**src/rtl/uart_port_arbiter.sv**
```systemverilog
// Shares one UART register port between two byte transmitters and a receive drainer.
// Every bus/handshake output is registered from the next-state decode.
module uart_port_arbiter #(
    parameter int TIMEOUT_CYCLES = 1_000_000,
    parameter int CNT_W          = 20
) (
    input  logic        clk,
    input  logic        rst,
    input  logic [1:0]  req_i,
    input  logic [7:0]  data0_i,
    input  logic [7:0]  data1_i,
    output logic [1:0]  ack_o,
    output logic        busy_o,
    output logic        err_o,
    output logic [7:0]  rx_data_o,
    output logic        rx_valid_o,
    output logic        wr_i,
    output logic        reg_sel_i,
    output logic        addr_i,
    output logic [31:0] entrada_i,
    input  logic [31:0] salida_o
);

    typedef enum logic [2:0] {
        IDLE     = 3'd0,
        RX_READ  = 3'd1,
        RX_CLEAR = 3'd2,
        TX_LOAD  = 3'd3,
        TX_SEND  = 3'd4,
        TX_WAIT  = 3'd5,
        TX_DONE  = 3'd6
    } state_t;

    localparam logic [CNT_W-1:0] CNT_LAST = CNT_W'(TIMEOUT_CYCLES - 1);

    state_t           state_q, state_d;
    logic             ptr_q, ptr_d;
    logic             gnt_q, gnt_d;
    logic [7:0]       byte_q, byte_d;
    logic [CNT_W-1:0] cnt_q, cnt_d;
    logic             err_q, err_d;
    logic [7:0]       rx_data_q, rx_data_d;
    logic [1:0]       ack_q, ack_d;
    logic             busy_q, busy_d;
    logic             rx_valid_q, rx_valid_d;
    logic             wr_q, wr_d;
    logic             reg_sel_q, reg_sel_d;
    logic             addr_q, addr_d;
    logic [31:0]      entrada_q, entrada_d;

    // Only the byte lane and the two control bits of the read port matter here.
    logic salida_unused;
    assign salida_unused = ^salida_o[31:8];

    always_comb begin
        state_d   = state_q;
        ptr_d     = ptr_q;
        gnt_d     = gnt_q;
        byte_d    = byte_q;
        cnt_d     = cnt_q;
        err_d     = err_q;
        rx_data_d = rx_data_q;
        case (state_q)
            IDLE: begin
                if (salida_o[1]) begin
                    state_d = RX_READ;
                end else if (req_i != 2'b00) begin
                    gnt_d   = (req_i == 2'b11) ? ptr_q : req_i[1];
                    byte_d  = gnt_d ? data1_i : data0_i;
                    state_d = TX_LOAD;
                end
            end
            RX_READ: begin
                rx_data_d = salida_o[7:0];
                state_d   = RX_CLEAR;
            end
            RX_CLEAR: state_d = IDLE;
            TX_LOAD:  state_d = TX_SEND;
            TX_SEND: begin
                cnt_d   = '0;
                state_d = TX_WAIT;
            end
            TX_WAIT: begin
                if (!salida_o[0]) begin
                    state_d = TX_DONE;
                end else if (cnt_q == CNT_LAST) begin
                    err_d   = 1'b1;
                    state_d = TX_DONE;
                end else begin
                    cnt_d = cnt_q + CNT_W'(1);
                end
            end
            TX_DONE: begin
                ptr_d   = ~gnt_q;
                state_d = IDLE;
            end
            default: state_d = IDLE;
        endcase
    end

    // Outputs are decoded from the state being entered so they line up with it once registered.
    always_comb begin
        wr_d       = 1'b0;
        reg_sel_d  = 1'b0;
        addr_d     = 1'b0;
        entrada_d  = 32'h0;
        ack_d      = 2'b00;
        rx_valid_d = 1'b0;
        busy_d     = (state_d != IDLE);
        case (state_d)
            RX_READ: begin
                reg_sel_d = 1'b1;
                addr_d    = 1'b1;
            end
            RX_CLEAR: begin
                wr_d       = 1'b1;
                rx_valid_d = 1'b1;
            end
            TX_LOAD: begin
                wr_d      = 1'b1;
                reg_sel_d = 1'b1;
                entrada_d = {24'h0, byte_d};
            end
            TX_SEND: begin
                wr_d      = 1'b1;
                entrada_d = 32'h1;
            end
            TX_DONE: ack_d = gnt_d ? 2'b10 : 2'b01;
            default: ;
        endcase
    end

    always_ff @(posedge clk) begin
        if (!rst) begin
            state_q    <= IDLE;
            ptr_q      <= 1'b0;
            gnt_q      <= 1'b0;
            byte_q     <= 8'h0;
            cnt_q      <= '0;
            err_q      <= 1'b0;
            rx_data_q  <= 8'h0;
            ack_q      <= 2'b00;
            busy_q     <= 1'b0;
            rx_valid_q <= 1'b0;
            wr_q       <= 1'b0;
            reg_sel_q  <= 1'b0;
            addr_q     <= 1'b0;
            entrada_q  <= 32'h0;
        end else begin
            state_q    <= state_d;
            ptr_q      <= ptr_d;
            gnt_q      <= gnt_d;
            byte_q     <= byte_d;
            cnt_q      <= cnt_d;
            err_q      <= err_d;
            rx_data_q  <= rx_data_d;
            ack_q      <= ack_d;
            busy_q     <= busy_d;
            rx_valid_q <= rx_valid_d;
            wr_q       <= wr_d;
            reg_sel_q  <= reg_sel_d;
            addr_q     <= addr_d;
            entrada_q  <= entrada_d;
        end
    end

    assign ack_o      = ack_q;
    assign busy_o     = busy_q;
    assign err_o      = err_q;
    assign rx_data_o  = rx_data_q;
    assign rx_valid_o = rx_valid_q;
    assign wr_i       = wr_q;
    assign reg_sel_i  = reg_sel_q;
    assign addr_i     = addr_q;
    assign entrada_i  = entrada_q;

endmodule

```
**config.mk**
```make
export PLATFORM = sky130hd
export DESIGN_NAME = uart_port_arbiter
export DESIGN_NICKNAME = d
export VERILOG_FILES = /design/src/rtl/uart_port_arbiter.sv
export SDC_FILE = /design/constraint.sdc
export NUM_CORES = 1
export LEC_CHECK = 0
export BUFFER_PORTS_ARGS = -buffer_cell sky130_fd_sc_hd__buf_2
export CAP_MARGIN = 20
export CORE_ASPECT_RATIO = 0.7
export CORE_MARGIN = 1.5
export CORE_UTILIZATION = 25
export CTS_CLUSTER_DIAMETER = 150
export CTS_CLUSTER_SIZE = 25
export DETAILED_ROUTE_END_ITERATION = 8
export PLACE_DENSITY = 0.54
export SLEW_MARGIN = 30
export SYNTH_ARGS = -nofsm -noshare
export SYNTH_HDL_FRONTEND = slang
export SYNTH_SLANG_ARGS = --single-unit
```
**constraint.sdc**
```tcl
create_clock -name clk -period 2.95 [get_ports clk]
set_clock_uncertainty 0.15 [all_clocks]
set_input_delay 0.59 -clock clk [delete_from_list [all_inputs] [get_ports clk]]
set_output_delay 0.59 -clock clk [all_outputs]
set_load 0.005 [all_outputs]
```
After elaboration in Yosys (flattened, before gate mapping) --
Index checks and enable logic that the tools add are counted.
Word-level totals: output and inout port bits 48, input bits 52, register bits after elaboration 81
Cells by class: bitwise gates (word level) 1, reduce and logical (&&, ||, !) cells 9, multiplexer cells 22, add/sub/neg operators 1, equality and inequality tests 14
Operators with widths (count):
- $mux W20 | 2
- $pmux W20 S2 | 1
- $mux W8 | 4
- $add A20 B1 Y20 const B | 1
- $eq A20 B20 Y1 const B | 1
- $pmux W8 S2 | 1
- $eq A3 B3 Y1 const B | 5
- $pmux W3 S5 | 1
- $mux W3 | 4
- $eq A3 B2 Y1 const B | 3
- $mux W1 | 8
- $eq A3 B1 Y1 const B | 2
- $reduce_and A3 Y1 | 2
- $ne A2 B2 Y1 const B | 2
- $reduce_bool A2 Y1 | 2
- $logic_not A3 Y1 | 1
- $reduce_bool A3 Y1 | 1
- $reduce_or A3 Y1 | 1
- $eq A2 B2 Y1 const B | 1
- $mux W2 | 1
- $reduce_and A2 Y1 | 1
- $reduce_or A2 Y1 | 1
- $not A1 Y1 | 1

Depth between registers and ports, before layout --
Gate-level depths: netlist of run 1.
word-level depth 7, depth in mapped cells 6, depth with buffers taken out 5

Least setup slack after synthesis of run 1 --
OpenSTA, ideal clock, no wires.
path kind input to register, start in salida_o[0], end reg cnt_q[14], library setup time 0.070 ns, cell stages on the path 5, slack 0.960 ns, arrival 1.770 ns, data required time 2.730 ns, path buffers 1, path through nand4b_1 or3_4 buf_6 or4_1 a21oi_1
On the way: word-level cells in the longest chain between the ends 2
Ends and longest elaborated chain:
- start, declared | RTL line 21 | input logic [31:0] salida_o
- $ne A2 B2 Y1 (no line)
- $reduce_and A3 Y1 (no line)
- end signal, assigned | RTL line 154 | cnt_q <= cnt_d;
- end, declared | RTL line 40 | logic [CNT_W-1:0] cnt_q, cnt_d;
No other way between the ends. A chain may end at the register's enable or synchronous reset.

Worst setup path after layout of run 1 --
start reg state_q[2], end reg cnt_q[13]
On the way: word-level cells in the longest chain between the ends 3, elaborated cells between the ends (all ways) 7
Ends and longest elaborated chain:
- start, declared | RTL line 36 | state_t state_q, state_d;
- start signal, assigned | RTL line 150 | state_q <= state_d;
- $eq A3 B3 Y1 | RTL line 63 | case (state_q)
- $ne A2 B2 Y1 (no line) / $reduce_bool A2 Y1 (equally long branches)
- $reduce_and A3 Y1 (no line)
Parallel ways exist; a longest one is shown, timed or not.

==> metrics, run 1 <==
Total GRT Usage 11.1%; crit share post-route 77.0%; Post-CTS Resized 0; Cell Pwr Density 560 mW/mm^2; Clock Pin Slew Worst Setup and Hold Paths 0.07 ns; Netlist Area Pre-Place 0.00241 mm^2; Seq pwr share 44.3%; initial antenna violation count 0; Static Leak 1.18 nW; R2R cell count 4; Setup crit start kind register; CTS root buffer clkbuf_16; Clock Latency Late Sink 0.29 ns; RSZ-0062 raised after global routing false; I/O Pins 100; top post-synthesis cells by area dfxtp_1 41%, buf_4 8.1%, mux2i_1 7.5%; CP arrival 2.35 ns; largest family of logic cells by synthesized area simple AND/OR/NAND/NOR gates; Synth Area in XOR/XNOR 0%; Remaining Overflow, GRT 0; data required time of the critical path 3.02 ns; Cells after DPL 438; Synth Flop Type dfxtp_1; final setup violation count 0; DRT iter0 DRCs 57; IO Port Bufs 51; P&R area growth vs syn 18.9%; min Tclk post-route 2.27 ns; Via Count 2042; MaxCap Viol Count 0; slowest stage delay, CP 0.62 ns; gr busiest metal met1; cells after synthesis 276; Starting Density 26.1%; Setup crit end kind register; overall power 1.61 mW; Worst VDD drop 251 uV; post-DP HPWL 4.18 mm; hold_buf cts 0; die boundary height 85.1 um; worst r2r src state_q[2]; Slew @ Worst Pin 0.786 ns; CP endpoint cnt_q[13]; multi-input gate area in the final layout 0.00122 mm^2; area leader, netlist dfxtp_1; Slew Viols, Final 0; clk buf depth 2; largest net degree at the start of global routing 20; DRT antenna net count 0; compound-gate portion of the synthesized area 14.9%; Core Area 0.00922 mm^2; Critical Path Source state_q[2]; area share of the largest cell type after synthesis 40.7%; Num CTS Buffers 5; status completed; Sw Ratio 22.3%; fin cells 446; Reg-to-Reg End cnt_q[13]; Routed Wire Length 5.54 mm; synthesized flop and latch total 49; H-tree level count 2; FMAX 0.440 GHz; fraction of registers with async set/reset 0%; Clk pwr share 45.5%; ant diodes 0; CP top delay family simple AND/OR/NAND/NOR gates; Critical Path Stages 4; Layout fillers 1003; Util after Layout 31.1%; total die area 0.0102 mm^2; CP max-delay cell dfxtp_1; met2 usage 14.6%; number of flops mapped to enable cells by yosys 0; Int Power 1.25 mW; crit-path max FO 15; via density per instance 4.58; Final Wtd Congestion 0.798; Reg2Reg Setup Slack 0.68 ns; Synth Warn # 0; met1 GRT Util 17.1%; first-pass GRT wire length 9.10 mm; DRC viols 0; CTS tree done; Worst Path Buf+Inv 0; Hold Violations, Final 0; total clock sinks 49; Reg area 981 um^2; chip width 120 um; WS Path Type register to register; fin nets 374; layout cell share with drive strength beyond 1 21.1%; Seq/Total Area, Yosys 40.7%; routed len/inst 12.4 um; Post-Route Setup TNS 0 ns; Mapped Avg Cell Area 8.73 um^2; worst rel slew slack 47.4%; met3 usage 3.43%; Std-Cell Rows 29; most frequent cells in the layout 51 x buf_2, 49 x dfxtp_1, 25 x nor2_1; HP Class register to register; distinct cell type count of the synthesized netlist 48; mux share of post-synthesis cell area 7.48%; fraction of the mapped netlist area in simple logic gates 24.1%; commonest non-fill, non-tap cell in the layout buf_2; Sw Pwr 358 uW; post-synthesis adder-cell area fraction 0.519%; setup bufs post-CTS 0; number of global-route vias before repair 1803; Pre-antenna DRT Iters 4; worst-path cell chain and3b_1 -> nand4_1 -> or4_1 -> a21oi_1; Comb pwr share 10.1%
-- cell usage after synthesis (2+ instances only) --
cell type	count
and2_1	3
nand2b_1	2
buf_2	5
and4b_1	2
nor3b_1	3
o31ai_1	6
o21ai_0	12
nand4_1	6
or3_1	6
a211oi_1	3
buf_4	26
nor3_1	4
clkbuf_1	8
a21oi_1	18
nand2_1	19
dfxtp_1	49
mux2i_1	18
o21a_1	3
inv_1	8
a2111o_1	4
nor4_1	4
or4_1	6
nand3_1	7
and4_1	4
nor4b_1	3
nor2_1	25
-- cell families after synthesis --
| family | Yosys count |
|---|---|
| and+or+nand+nor | 104 |
| AOI/OAI and AO/OA | 55 |
| DFF | 49 |
| buffers and inverters | 48 |
| muxes | 18 |
| adders and majority gates | 1 |
| other | 1 |
-- layout make-up --
| cell class | instances | area share, % |
|---|---|---|
| inverter | 8 | 1.05 |
| multi-input combinational | 202 | 42.7 |
| clock buffer | 5 | 4.37 |
| timing repair buffer | 55 | 9.96 |
| tap | 124 | 5.41 |
| sequential | 49 | 34.2 |
| clock inverter | 3 | 2.27 |
-- how the worst min path moves through the flow --
stage | startpoint | end | slack, ns | depth (start not counted)
finish | gnt_q | ptr_q | 0.29 | 1
global route | gnt_q | ptr_q | 0.32 | 1
CTS | gnt_q | ptr_q | 0.29 | 1
detailed placement | gnt_q | ptr_q | 0.29 | 1
global placement | gnt_q | ptr_q | 0.27 | 1
floorplan | gnt_q | ptr_q | 0.26 | 1
-- state kept, by name (all words and copies together) (netlist names) --
signal,cells
cnt_q,20
gnt_q,1
rx_data_o,8
rx_valid_o,1
reg_sel_i,1
addr_i,1
err_o,1
ack_o,2
busy_o,1
wr_i,1
ptr_q,1
entrada_i,8
state_q,3
-- power groups by stage --
stage / Combinational [mW] / Clock (mW) / Sequential [mW]
detailed placement: 0.164 / 0 / 0.726
floorplan: 0.128 / 0 / 0.719
finish: 0.163 / 0.731 / 0.712
CTS: 0.164 / 0.754 / 0.712
global route: 0.185 / 0.780 / 0.716
global placement: 0.162 / 0 / 0.726
-- metrics by stage --
step                hold WS, ns  instance area (um^2)  setup slack (ns)
finish                    0.293                  2870             0.678
CTS                       0.291                  2870             0.652
global route              0.316                  2870             0.469
global placement          0.270                  2680             0.681
floorplan                 0.257                  2500             0.960
detailed placement        0.287                  2680             0.608
-- layer usage --
metal  part of all wire (%)  up-vias
li1                       -     1039
met1                     55      961
met2                     40       40
met3                    4.8        2
met4                   0.36        0
met5                      0        -
Note: power is estimated with default switching activity, not from simulation.
==> run 2: changes to the inputs <==
- clock period: 2.95 -> 2.2 ns (I/O delays scaled with it)
==> run 2 against run 1 <==
  * Non-clock buffer count grew 8
  * Sequential cell count is the same
  * Clock power grew 34%
  * Routed wire length shrank 0.96%
  * Sequential share of layout area shrank 0.93 points
  * Combinational power grew 45%
  * Die area is the same
  * Power grew 35%
  * Final cell count grew 1.8%
  * Critical path depth is the same
==> metrics, run 2 (synthesis results as in run 1) <==
status completed; Clock Latency Late Sink 0.29 ns; worst rel slew slack 63.6%; HP Class input pin to register; Slew Viols, Final 0; CTS tree done; die boundary height 85.1 um; layout cell share with drive strength beyond 1 23.6%; min Tclk post-route 1.98 ns; WS Path Type register to register; Layout fillers 986; Static Leak 1.23 nW; total die area 0.0102 mm^2; H-tree level count 2; DRT iter0 DRCs 91; Remaining Overflow, GRT 0; most frequent cells in the layout 51 x buf_2, 49 x dfxtp_1, 25 x nor2_1; Slew @ Worst Pin 0.546 ns; I/O Pins 100; Std-Cell Rows 29; Hold Violations, Final 0; overall power 2.16 mW; initial antenna violation count 0; crit share post-route 89.8%; Setup crit end kind register; IO Port Bufs 51; Core Area 0.00922 mm^2; Routed Wire Length 5.49 mm; Clock Pin Slew Worst Setup and Hold Paths 0.06 ns; data required time of the critical path 2.27 ns; Largest Register cnt_q; DRT antenna net count 0; Hold Crit Start data1_i[7]; Setup crit start kind register; total clock sinks 49; Via Count 2046; ant diodes 0; hold_buf cts 0; CP arrival 2.05 ns; post-DP HPWL 4.18 mm; Num CTS Buffers 5; routed len/inst 12.1 um; max reg flops 20; DRC viols 0; Cell Pwr Density 735 mW/mm^2; chip width 120 um; Pre-antenna DRT Iters 6; CTS root buffer clkbuf_16; worst r2r src state_q[2]; largest net degree at the start of global routing 19; P&R area growth vs syn 22.2%; Post-Route Setup TNS 0 ns; first-pass GRT wire length 9.38 mm; Worst VDD drop 297 uV; crit-path max FO 11; FMAX 0.506 GHz; via density per instance 4.51; fin nets 382; Total GRT Usage 11.3%; clk buf depth 2; Final Wtd Congestion 0.792; number of global-route vias before repair 1886; Critical Path Source state_q[2]; RSZ-0062 raised after global routing false; MaxCap Viol Count 0; commonest non-fill, non-tap cell in the layout buf_2; final setup violation count 0; Starting Density 26.1%
==> run 2: changes by cell type in the layout (fill, tap and decap cells not counted), sizes merged <==
cell  delta
buf      +8
==> run 2: final timing paths <==
| check | end | slack [ns] | cells past startpoint |
|---|---|---|---|
| min reg2reg | ptr_q | 0.28 | 1 |
| max | cnt_q[10] | 0.22 | 4 |
| min | entrada_i[7] | 0.23 | 3 |
| max reg2reg | cnt_q[10] | 0.22 | 4 |
==> run 2: area by class of cell <==
| type | instances | area (um^2) | share of cell area (%) |
|---|---|---|---|
| clock buffers | 5 | 125 | 4.25 |
| clock inverters | 3 | 65.1 | 2.21 |
| inverters | 8 | 30.0 | 1.02 |
| multi-input cells | 202 | 1230 | 41.8 |
| flip-flops and latches | 49 | 981 | 33.3 |
| well taps | 124 | 155 | 5.27 |
| repair buffers | 63 | 358 | 12.1 |
==> run 2: worst max-delay path, cell delays in order, from the launching register on <==
cell and delay (ns):
dfxtp_1 0.55, nand4b_1 0.17, or3_4 0.47, or4_1 0.42
a21oi_1 0.14
==> run 2: stage by stage <==
step | setup WS (ns) | utilization [%] | hold slack [ns] | instances | cell area, um^2
finish | 0.225 | 32.0 | 0.231 | 454 | 2950
global route | 0.0673 | 32.0 | 0.233 | 454 | 2950
CTS | 0.112 | 31.9 | 0.230 | 454 | 2940
detailed placement | 0.128 | 29.8 | 0.276 | 446 | 2750
global placement | 0.162 | 29.8 | 0.271 | 446 | 2750
floorplan | 0.360 | - | 0.257 | 299 | 2500
==> run 2: per-layer routing <==
metal / part of all wire [%] / track usage (%)
met5: 0 / 0
met2: 40 / 15.4
met3: 4.8 / 3.23
met4: 0.77 / 2.25
met1: 54 / 17.6
==> run 2: what timing repair did <==
action                                  4_1_cts  5_1_grt
gates resized for setup                       0        2
hold endpoints to repair                      0        0
endpoints found under the setup margin        0        4
buffers inserted                              0        0
==> run 2: power breakdown <==
group | internal [mW] | leakage, nW | switching [mW]
Clock | 0.649 | 0.0938 | 0.328
Sequential | 0.926 | 0.398 | 0.0246
Combinational | 0.111 | 0.733 | 0.126
Total | 1.69 | 1.23 | 0.479
==> run 3: changes to the inputs <==
- CORE_MARGIN: 1.5 -> unset
- clock period: 2.2 -> 2 ns (I/O delays scaled with it)
==> run 3 against run 2 <==
  * Die area down 2.0%
  * Cell area up 2.2%
  * Hold slack worse by 0.041 ns
  * Fmax rose by 5.0%
  * Worst setup slack lost 0.11 ns
  * First-iteration DRC count is 7.7% lower
  * Power increased by 0.66%
  * Sequential power grew 9%
  * Largest cell class unchanged
  * Highest routed layer unchanged
==> metrics, run 3 (synthesis results as in run 1) <==
Via Count 2128; Total GRT Usage 11.8%; data required time of the critical path 2.08 ns; Setup crit end kind register; Hold Violations, Final 0; FMAX 0.532 GHz; first-pass GRT wire length 9.45 mm; DRT antenna net count 0; via density per instance 4.60; post-DP HPWL 4.22 mm; Min-Delay Path Depth 3; P&R area growth vs syn 24.9%; min Tclk post-route 1.88 ns; CTS tree done; die boundary height 84.1 um; HP Class input pin to register; Worst VDD drop 414 uV; Core Area 0.00922 mm^2; Remaining Overflow, GRT 0; crit share post-route 94.1%; worst r2r src cnt_q[1]; clk buf depth 2; Reg2Reg Setup Slack 0.12 ns; status completed; Setup crit start kind register; met2 usage 16.3%; Static Leak 1.25 nW; final setup violation count 0; Clock Latency Late Sink 0.29 ns; R2R cell count 5; I/O Pins 100; met3 usage 3.60%; largest net degree at the start of global routing 18; routed len/inst 12.5 um; MaxCap Viol Count 0; Cell Pwr Density 724 mW/mm^2; Clock Pin Slew Worst Setup and Hold Paths 0.07 ns; Num CTS Buffers 5; total clock sinks 49; Pre-antenna DRT Iters 5; H-tree level count 2; fin nets 392; chip width 119 um; WS Path Type register to register; commonest non-fill, non-tap cell in the layout buf_2; RSZ-0062 raised after global routing false; Routed Wire Length 5.81 mm; total die area 0.0100 mm^2; crit-path max FO 6; WHS Endpoint entrada_i[4]; Largest Register cnt_q; gr busiest metal met1; DRT iter0 DRCs 84; worst rel slew slack 64.3%; number of global-route vias before repair 1921; Std-Cell Rows 29; Post-Route Setup TNS 0 ns; Slew @ Worst Pin 0.535 ns; ant diodes 0; IO Port Bufs 51; Starting Density 26.1%; DRC viols 0; CTS root buffer clkbuf_16; Final Wtd Congestion 0.797; most frequent cells in the layout 51 x buf_2, 46 x dfxtp_1, 24 x conb_1; layout cell share with drive strength beyond 1 28.3%; CP arrival 1.96 ns; Hold Crit Start data0_i[4]; Slew Viols, Final 0; hold_buf cts 0; post-route cell area 0.00301 mm^2; initial antenna violation count 0; Reg-to-Reg End cnt_q[8]; met1 GRT Util 17.4%; max reg flops 20; DP Area 0.00282 mm^2
[run 3: changes by cell type in the layout (fill, tap and decap cells not counted), sizes merged]
cell | before | now
clkinv | 1 | 0
clkbuf | 5 | 6
or3 | 7 | 8
bufinv | 2 | 0
buf | 63 | 72
clkinvlp | 0 | 1
[run 3: worst max path at each step]
stage                           start          to  slack (ns)  depth (start not counted)
after detailed placement  salida_o[1]  rx_valid_o        0.02                          5
final                        cnt_q[1]    cnt_q[8]        0.12                          5
after global routing         cnt_q[7]   cnt_q[19]        0.02                          4
after CTS                  state_q[2]   cnt_q[19]        0.02                          5
after global placement    salida_o[1]  rx_valid_o        0.03                          5
after floorplan              cnt_q[0]   cnt_q[14]        0.19                          6
[run 3: what timing repair did]
action	in CTS	in global routing
resized for setup	0	11
setup endpoints to repair	0	17
setup buffers	0	1
[run 3: final cells by class]
type | instances | area [um^2]
inverters | 8 | 30.0
fillers | 971 | 6210
clock buffers | 6 | 139
multi-input cells | 203 | 1250
clock inverters | 1 | 7.51
well taps | 124 | 155
flip-flops and latches | 49 | 985
repair buffers | 72 | 438
[run 3: where the power goes]
group	total (mW)	internal, mW	switching (mW)
sequential	1.04	1.02	0.0248
clock	0.859	0.491	0.368
combinational	0.276	0.129	0.146
[run 3: stage by stage]
step	setup WS (ns)	hold slack [ns]	instances	util, %	power, mW
floorplan	0.191	0.257	299	-	1.25
global placement	0.0278	0.279	454	30.6	1.34
detailed placement	0.0156	0.296	454	30.6	1.34
CTS	0.0194	0.185	461	32.2	2.21
global route	0.0209	0.201	463	32.7	2.28
finish	0.119	0.190	463	32.7	2.18
[run 3: worst max-delay path, stage by stage (launching register included)]
cell	delay (ns)
dfxtp_1	0.36
ha_2	0.22
nand2_2	0.10
or3_4	0.42
or4_1	0.42
a21oi_1	0.14
[run 3: layer usage]
metal  part of all wire, %  routed length (um)
met5                     0                   0
met3                   6.9                 400
met1                    54                3130
met2                    38                2230
met4                  0.76                  44
